**src/rtl/muldiv_ctrl.sv**
```systemverilog
// Iterative MULT/DIV sequencer owning the HI/LO registers; MTHI/MTLO complete in one cycle.
// Optional signed support is compiled in with `define MULDIV_SIGNED_EN (adds the FIX state).
//
//   state | meaning
//   IDLE  | ready; MTHI/MTLO execute here, MULT/DIV are accepted here
//   RUN   | one shift-add / restoring-divide step per cycle, counter down to 0
//   FIX   | apply operand signs to the magnitude result (signed build only)
module muldiv_ctrl #(
  parameter int WIDTH = 32
) (
  input  logic             clock,
  input  logic             reset,
  input  logic             start,
  input  logic [1:0]       op,
  input  logic             sgn,
  input  logic             abort,
  input  logic [WIDTH-1:0] a,
  input  logic [WIDTH-1:0] b,
  output logic             ready,
  output logic             busy,
  output logic             done,
  output logic             div_zero,
  output logic [WIDTH-1:0] hi,
  output logic [WIDTH-1:0] lo
);
  localparam int CW = $clog2(WIDTH + 1);
  localparam logic [1:0] OP_MULT = 2'd0;
  localparam logic [1:0] OP_DIV  = 2'd1;
  localparam logic [1:0] OP_MTHI = 2'd2;
  localparam logic [1:0] OP_MTLO = 2'd3;

  typedef enum logic [1:0] {S_IDLE, S_RUN, S_FIX} state_t;

  state_t             state_q, state_d;
  logic [CW-1:0]      cnt_q, cnt_d;
  logic [2*WIDTH-1:0] acc_q, acc_d;
  logic [WIDTH-1:0]   bop_q, bop_d;
  logic               is_div_q, is_div_d;
  logic               zero_q, zero_d;
  logic [WIDTH-1:0]   hi_q, hi_d, lo_q, lo_d;
  logic               done_q, done_d, dz_q, dz_d;

  logic               accept, last, fix_pend;
  logic [WIDTH-1:0]   mag_a, mag_b;
  logic [WIDTH:0]     mul_sum, rem_sh;
  logic [WIDTH+1:0]   div_diff;
  logic               div_ge;
  logic [2*WIDTH-1:0] step;

`ifdef MULDIV_SIGNED_EN
  logic neg_q, neg_d, rneg_q, rneg_d, fix_q, fix_d;
  logic sa, sb;
  assign sa       = sgn & a[WIDTH-1];
  assign sb       = sgn & b[WIDTH-1];
  assign mag_a    = sa ? -a : a;
  assign mag_b    = sb ? -b : b;
  assign fix_pend = fix_q;
`else
  logic unused_sgn;
  assign unused_sgn = sgn;
  assign mag_a      = a;
  assign mag_b      = b;
  assign fix_pend   = 1'b0;
`endif

  assign accept = (state_q == S_IDLE) && start && !abort;
  assign last   = (cnt_q == CW'(1));

  // One iteration: low half of acc is the multiplier (MULT) or the dividend/quotient (DIV).
  always_comb begin
    mul_sum  = {1'b0, acc_q[2*WIDTH-1:WIDTH]} + (acc_q[0] ? {1'b0, bop_q} : '0);
    rem_sh   = {acc_q[2*WIDTH-1:WIDTH], acc_q[WIDTH-1]};
    div_diff = {1'b0, rem_sh} - {2'b00, bop_q};
    div_ge   = ~div_diff[WIDTH+1];
    if (is_div_q)
      step = {(div_ge ? div_diff[WIDTH-1:0] : rem_sh[WIDTH-1:0]), acc_q[WIDTH-2:0], div_ge};
    else
      step = {mul_sum, acc_q[WIDTH-1:1]};
  end

  always_ff @(posedge clock) begin
    if (reset) begin
      state_q  <= S_IDLE;
      cnt_q    <= '0;
      acc_q    <= '0;
      bop_q    <= '0;
      is_div_q <= 1'b0;
      zero_q   <= 1'b0;
      hi_q     <= '0;
      lo_q     <= '0;
      done_q   <= 1'b0;
      dz_q     <= 1'b0;
`ifdef MULDIV_SIGNED_EN
      neg_q    <= 1'b0;
      rneg_q   <= 1'b0;
      fix_q    <= 1'b0;
`endif
    end else begin
      state_q  <= state_d;
      cnt_q    <= cnt_d;
      acc_q    <= acc_d;
      bop_q    <= bop_d;
      is_div_q <= is_div_d;
      zero_q   <= zero_d;
      hi_q     <= hi_d;
      lo_q     <= lo_d;
      done_q   <= done_d;
      dz_q     <= dz_d;
`ifdef MULDIV_SIGNED_EN
      neg_q    <= neg_d;
      rneg_q   <= rneg_d;
      fix_q    <= fix_d;
`endif
    end
  end

  always_comb begin
    state_d = state_q;
    case (state_q)
      S_IDLE: if (accept && (op == OP_MULT || op == OP_DIV)) state_d = S_RUN;
      S_RUN: begin
        if (abort) state_d = S_IDLE;
`ifdef MULDIV_SIGNED_EN
        else if (last) state_d = fix_pend ? S_FIX : S_IDLE;
`else
        else if (last) state_d = S_IDLE;
`endif
      end
      default: state_d = S_IDLE;
    endcase
  end

  always_comb begin
    ready    = (state_q == S_IDLE);
    busy     = (state_q != S_IDLE);
    done     = done_q;
    div_zero = dz_q;
    hi       = hi_q;
    lo       = lo_q;
  end

  always_comb begin
    cnt_d    = cnt_q;
    acc_d    = acc_q;
    bop_d    = bop_q;
    is_div_d = is_div_q;
    zero_d   = zero_q;
    hi_d     = hi_q;
    lo_d     = lo_q;
    done_d   = 1'b0;
    dz_d     = 1'b0;
`ifdef MULDIV_SIGNED_EN
    neg_d    = neg_q;
    rneg_d   = rneg_q;
    fix_d    = fix_q;
`endif
    case (state_q)
      S_IDLE: if (accept) begin
        case (op)
          OP_MTHI: begin hi_d = a; done_d = 1'b1; end
          OP_MTLO: begin lo_d = a; done_d = 1'b1; end
          default: begin
            cnt_d    = CW'(WIDTH);
            acc_d    = {{WIDTH{1'b0}}, mag_a};
            bop_d    = mag_b;
            is_div_d = (op == OP_DIV);
            zero_d   = (op == OP_DIV) && (b == '0);
`ifdef MULDIV_SIGNED_EN
            neg_d    = sa ^ sb;
            rneg_d   = sa;
            fix_d    = sgn;
`endif
          end
        endcase
      end
      S_RUN: if (!abort) begin
        cnt_d = cnt_q - CW'(1);
        acc_d = step;
        if (last && !fix_pend) begin
          hi_d   = step[2*WIDTH-1:WIDTH];
          lo_d   = step[WIDTH-1:0];
          done_d = 1'b1;
          dz_d   = zero_q;
        end
      end
`ifdef MULDIV_SIGNED_EN
      // Divide-by-zero keeps the all-ones quotient; remainder sign restores the original a.
      S_FIX: if (!abort) begin
        if (is_div_q) begin
          lo_d = (neg_q && !zero_q) ? -acc_q[WIDTH-1:0] : acc_q[WIDTH-1:0];
          hi_d = rneg_q ? -acc_q[2*WIDTH-1:WIDTH] : acc_q[2*WIDTH-1:WIDTH];
        end else begin
          {hi_d, lo_d} = neg_q ? -acc_q : acc_q;
        end
        done_d = 1'b1;
        dz_d   = zero_q;
      end
`endif
      default: ;
    endcase
  end
endmodule

```
**config.mk**
```make
export PLATFORM = sky130hd
export DESIGN_NAME = muldiv_ctrl
export DESIGN_NICKNAME = d
export VERILOG_FILES = /design/src/rtl/muldiv_ctrl.sv
export SDC_FILE = /design/constraint.sdc
export NUM_CORES = 1
export LEC_CHECK = 0
export ABC_AREA = 1
export ABC_CLOCK_PERIOD_IN_PS = 3580
export CORE_ASPECT_RATIO = 0.6
export CORE_MARGIN = 4
export CORE_UTILIZATION = 25
export CTS_BUF_LIST = sky130_fd_sc_hd__clkbuf_16
export DETAILED_ROUTE_END_ITERATION = 16
export PLACE_DENSITY = 0.39
export SETUP_SLACK_MARGIN = 0.05
export SYNTH_ARGS = -nofsm -noshare
export SYNTH_HDL_FRONTEND = slang
export SYNTH_SLANG_ARGS = --single-unit
```
**constraint.sdc**
```tcl
create_clock -name clock -period 3.58 [get_ports clock]
set_input_delay 0.716 -clock clock [delete_from_list [all_inputs] [get_ports clock]]
set_output_delay 0.716 -clock clock [all_outputs]
set_load 0.03 [all_outputs]
```
==> Word-level counts from Yosys, hierarchy flattened <==
Cells that the tools add are included.
{ "word_totals": {"register_bits": 172, "in_bits": 71, "out_inout_bits": 68, "wordCells": 78} }
{ "classes": {"add_sub_neg": 3, "eq_ne": 13, "muxes": 30, "n_bitwise": 4, "n_reduce_logical": 18} }
{ "op_table": {"columns": ["cell", "count"], "rows": [
  ["32-bit 2-to-1 mux", 10],
  ["64-bit 2-to-1 mux", 4],
  ["32-bit one-hot mux with 2 select lines", 2],
  ["64-bit one-hot mux with 2 select lines", 1],
  ["33-bit by 32-bit subtractor with 34-bit output", 1],
  ["32-bit by 32-bit adder with 33-bit output", 1],
  ["32-bit logical NOT", 1],
  ["6-bit 2-to-1 mux", 3],
  ["6-bit one-hot mux with 2 select lines", 1],
  ["5-bit AND reduction", 2],
  ["2-bit by 1-bit != test with 1-bit output (second input constant)", 4],
  ["6-bit by 1-bit equality test with 1-bit output (second input constant)", 1],
  ["2-bit 2-to-1 mux", 3],
  ["2-bit != test (second input constant)", 3],
  ["6-bit by 1-bit subtractor with 6-bit output (second input constant)", 1],
  ["2-bit by 1-bit equality test with 1-bit output (second input constant)", 2],
  ["2-bit equality test (second input constant)", 2],
  ["1-bit logical AND", 4],
  ["2-bit logical NOT", 2],
  ["1-bit 2-to-1 mux", 4],
  ["1-bit inverter", 4],
  ["2-bit one-hot mux with 2 select lines", 1],
  ["4-bit AND reduction", 1],
  ["2-bit nonzero test", 2],
  ["8 further kinds", 8]
]} }

==> Longest topological paths before layout <==
{ "logic_depth": {"word_depth": 6, "mapped_depth": 21, "depth_no_buf": 19} }

==> Worst setup path after synthesis <==
No wires, ideal clock.
{ "synth_timing": {"path_kind": "flip-flop to flip-flop", "start": "reg acc_q[0]", "end": "reg acc_q[59]", "arrival_time_ns": 2.347, "required_time_ns": 3.510, "path_slack_ns": 1.163, "stages_incl_launch_ff": 21, "n_path_buf": 2, "cell_sequence": "dfxtp_1 > clkbuf_1 > clkbuf_1 > nand2_1 > inv_1 > ha_1 > fa_1 > nand2_1 > nand3_1 > and2_1 > nand2_1 > nand2_1 > nand2_1 > nand2_1 > nand2_1 > nand2_1 > nand2_1 > nand3_1 > nand2_1 > nand2_1 > a21oi_1"} }
{ "synth_between": {"elab_chain_cells": 5} }
{ "synth_rtl": {"columns": ["item", "line", "source"], "rows": [
  ["start: declaration", "36", "logic [2*WIDTH-1:0] acc_q, acc_d;"],
  ["start signal: assignment", "85", "acc_q <= '0;"],
  ["start signal: assignment", "101", "acc_q <= acc_d;"],
  ["32-bit 2-to-1 mux", "71", "mul_sum = {1'b0, acc_q[2*WIDTH-1:WIDTH]} + (acc_q[0] ? {1'b0, bop_q} : '0);"],
  ["32-bit by 32-bit adder with 33-bit output", "71", null],
  ["64-bit 2-to-1 mux", "75", "if (is_div_q)"],
  ["64-bit 2-to-1 mux", "176", "S_RUN: if (!abort) begin"],
  ["64-bit one-hot mux with 2 select lines", "157", "case (state_q)"]
]} }
No other way between the ends. The select of a mux whose other input is x is not followed.
A chain may end at the register's enable or synchronous reset.

==> Worst setup path in the final report <==
{ "layout_timing": {"start": "reg bop_q[8]", "end": "reg lo_q[0] (netlist: lo[0])"} }
{ "layout_between": {"elab_chain_cells": 6} }
{ "layout_rtl": {"columns": ["item", "line", "source"], "rows": [
  ["start: declaration", "37", "logic [WIDTH-1:0] bop_q, bop_d;"],
  ["start signal: assignment", "102", "bop_q <= bop_d;"],
  ["33-bit by 32-bit subtractor with 34-bit output", "73", "div_diff = {1'b0, rem_sh} - {2'b00, bop_q};"],
  ["1-bit inverter", "74", "div_ge = ~div_diff[WIDTH+1];"],
  ["64-bit 2-to-1 mux", "75", null],
  ["32-bit 2-to-1 mux", "179", "if (last && !fix_pend) begin"],
  ["32-bit 2-to-1 mux", "176", null],
  ["32-bit one-hot mux with 2 select lines", "157", null],
  ["end signal: assignment", "106", "lo_q <= lo_d;"],
  ["end: declaration", "40", "logic [WIDTH-1:0] hi_q, hi_d, lo_q, lo_d;"]
]} }
No other way between the ends. The select of a mux whose other input is x is not followed.

==> impl_metrics.tcl <==
set metrics [dict create \
    slowest_delay_ns 0.50 \
    grt_max_degree 88 \
    hold_buffers 0 \
    top_layer "met4" \
    die_w_um 294 \
    coreArea_sq_um 48300 \
    multi_input_area_sq_um 7490 \
    insertion_delay_ns 0.46 \
    htree_levels 4 \
    synth_warnings 0 \
    hold_viol 0 \
    ant_nets 0 \
    cp-end-kind "register" \
    clockBufferDepth 2 \
    path_buf_inv 5 \
    tns_ns 0 \
    drc 0 \
    powerDensity_nw_per_um2 398 \
    yosysSeqAreaShare_pct 27.9 \
    path_max_fanout 16 \
    fill_cells 5442 \
    wl_met2_um 20400 \
    vdd_drop_max_uv 310 \
    syn_to_final_growth_pct 21.8 \
    nNetsFinal 2224 \
    synth.distinct_cells 47 \
    maxCapViolCount 0 \
    max_freq_mhz 330 \
    pwr-share-clk_pct 32.8 \
    critPathTopFamily "simple AND/OR/NAND/NOR gates" \
    arrival_ns 3.39 \
    wl_met3_um 3620 \
    pwr-share-comb_pct 31.9 \
    status "completed" \
    placed_area_sq_um 14400 \
    relSlewSlack_pct 35.4 \
    hold_path.class "reg -> reg" \
    avgSynthCellArea_sq_um 6.19 \
    yosysTopAreaCellShare_pct 27.9 \
    grtUsageTotal_pct 19.5 \
    p_sw_mw 2.32 \
    yosys.cell_count.top_type "nand2_1" \
    slew_violations 0 \
    setup_viol 0 \
    synth_common_cells "nand2_1, inv_1, a21oi_1" \
    critPathMostFrequentCell "nand2_1" \
    viasPerCell 4.87 \
    drt_wl_total_um 51900 \
    rows 62 \
    synth_edf_count 0 \
    die_h_um 180 \
    switching_share_pct 39.0 \
    syn_area_sq_um 12300 \
    critPathRequiredTime_ns 3.93 \
    clockRootBuffer "clkbuf_16" \
    grt_pass1_vias 12839 \
    detailroute.via_count 13319 \
    dieArea_sq_um 52900 \
    dr.pass1.iters 5 \
    min_period_over_period_pct 84.7 \
    tightestPinTransition_ns 0.969 \
    ys.flop_type "dfxtp_1" \
    worst-setup-path-type "reg -> reg" \
    place_hpwl_um 41100 \
    register_area_sq_um 3430 \
    ctsResizeCount 0 \
    p_int_mw 3.63 \
    routedWlPerCell_um 19.0 \
    syn_inst 1987 \
    drt_iter0_markers 1211 \
    gp_congestion 0.941 \
    crit_chain "inv_1 -> ha_1 -> nand2_1 -> nand2_1 -> inv_1 -> nand2_1 -> inv_2 -> nand3_2 -> nand2_1 -> nand2_2 -> nand2_4 -> nand2_4 -> nor2_1 -> buf_4 -> or2_1 -> nand3_1 -> nand2_1 -> inv_1" \
    io_pins 139 \
    cts_tree "built" \
    antenna_found_initial 1 \
    synth_fp_nets 2126 \
    start_util_pct 25.5 \
    fin_skew_ns 0.0160 \
    async_flop_share_pct 0 \
    antenna_cells 0 \
    ys_seq_elements 171 \
    grt.overflow.total 0 \
    rsz0062_at_grt "no" \
    cts_inserted_buffers 17 \
    design_area_sq_um 15000 \
    post-cts-setup-buffers 0 \
    p_leak_nw 6.87 \
    netlist_top_cells_area "dfxtp_1, nand2_1, a21oi_1" \
    cts.clk_slew.worst_paths_ns 0.08 \
    drive_gt1_share_pct 6.01 \
    p_seq_share_pct 35.3 \
    synth_largest_area_cell "dfxtp_1" \
    io_buffers 137 \
    worst_setup_path_start_kind "register" \
    cts.sinks 171 \
    period_minus_slack_ns 3.03 \
    grt_first_pass_wirelength_um 79400 \
    crit_slowest_cell "nor2_1" \
    met1_length_um 27400 \
]
-- per-stage QoR --
step	hold slack, ns	setup WS, ns	power (mW)	utilization, %	cells
floorplan	0.415	1.16	3.38	-	1987
global placement	0.466	0.403	4.03	29.8	2706
detailed placement	0.470	0.306	4.03	29.8	2706
CTS	0.483	0.647	6.00	31.0	2737
global route	0.508	0.320	6.31	31.0	2737
finish	0.481	0.548	5.95	31.0	2737
-- worst paths after layout --
| check | startpoint | to | slack, ns | cells past startpoint |
|---|---|---|---|---|
| max reg2reg | bop_q[8] | lo[0] | 0.55 | 18 |
| max | bop_q[8] | lo[0] | 0.55 | 18 |
| min | bop_q[22] | bop_q[22] | 0.48 | 2 |
| min reg2reg | bop_q[22] | bop_q[22] | 0.48 | 2 |
-- cells by family (layout without fill, tap and decap cells) --
group | Yosys count | after routing | synth area share (%)
and+or+nand+nor | 848 | 848 | 30.0
AOI/OAI and AO/OA | 521 | 521 | 22.4
buffers and inverters | 360 | 470 | 11.4
DFF | 171 | 171 | 27.9
adders and majority gates | 68 | 68 | 7.04
xor gates and xnor gates | 19 | 19 | 1.35
-- power groups by stage --
stage                     sequential [mW]  combinational (mW)  clock [mW]
after CTS                            2.11                1.89        2.00
after global routing                 2.12                2.13        2.07
after global placement               2.15                1.88           0
after floorplan                      2.19                1.19           0
after detailed placement             2.15                1.88           0
final                                2.10                1.90        1.95
-- metal layers --
layer	track usage, %	vias up
li1	-	6750
met1	30.8	6152
met2	27.2	378
met3	3.72	39
met4	3.35	0
met5	0	-
-- layout by cell type (no fill, tap or decap), types with 3 or more instances in the layout --
| cell | synthesis | routed |
|---|---|---|
| a21o_1 | 4 | 4 |
| a21oi_1 | 226 | 226 |
| a21oi_2 | 4 | 4 |
| a31oi_1 | 43 | 43 |
| and2_1 | 4 | 4 |
| and3_1 | 4 | 4 |
| buf_12 | 0 | 4 |
| buf_4 | 0 | 24 |
| clkbuf_16 | 0 | 17 |
| clkdlybuf4s50_1 | 0 | 137 |
| clkinvlp_4 | 0 | 4 |
| dfxtp_1 | 171 | 169 |
| ha_1 | 66 | 66 |
| inv_1 | 262 | 260 |
| inv_2 | 12 | 12 |
| inv_8 | 0 | 4 |
| nand2_1 | 492 | 492 |
| nand2_2 | 8 | 8 |
| nand3_1 | 113 | 112 |
| nand3_2 | 18 | 19 |
| nand3b_1 | 13 | 13 |
| nand4_1 | 20 | 20 |
| nor2_1 | 140 | 140 |
| nor2_2 | 3 | 3 |
| nor3_1 | 10 | 10 |
| nor4_1 | 10 | 8 |
| o21ai_0 | 219 | 219 |
| o21ai_1 | 5 | 5 |
| o21bai_1 | 10 | 10 |
| or2_2 | 5 | 5 |
| xnor2_1 | 10 | 10 |
| xor2_1 | 9 | 9 |
-- layout make-up --
class                   count  area share [%]
well taps                 640            5.35
clock inverters            14            1.07
clock buffers              17            2.84
repair buffers            165            10.9
multi-input cells        1456            50.0
flip-flops and latches    171            22.9
inverters                 274            6.90
-- sequential cells by signal, indices dropped and copies added (netlist names) --
name	count
div_zero	1
acc_q	64
bop_q	32
is_div_q	1
cnt_q	6
zero_q	1
done	1
state_q	1
hi	32
lo	32
-- worst register-to-register path: cells and delay by family (launching register included) --
family / cells / cell delay [ns]
adders and majority gates: 1 / 0.35
and+or+nand+nor: 12 / 1.70
buffers and inverters: 5 / 0.53
DFF: 1 / 0.37
Power figures use the tool's default switching activity.
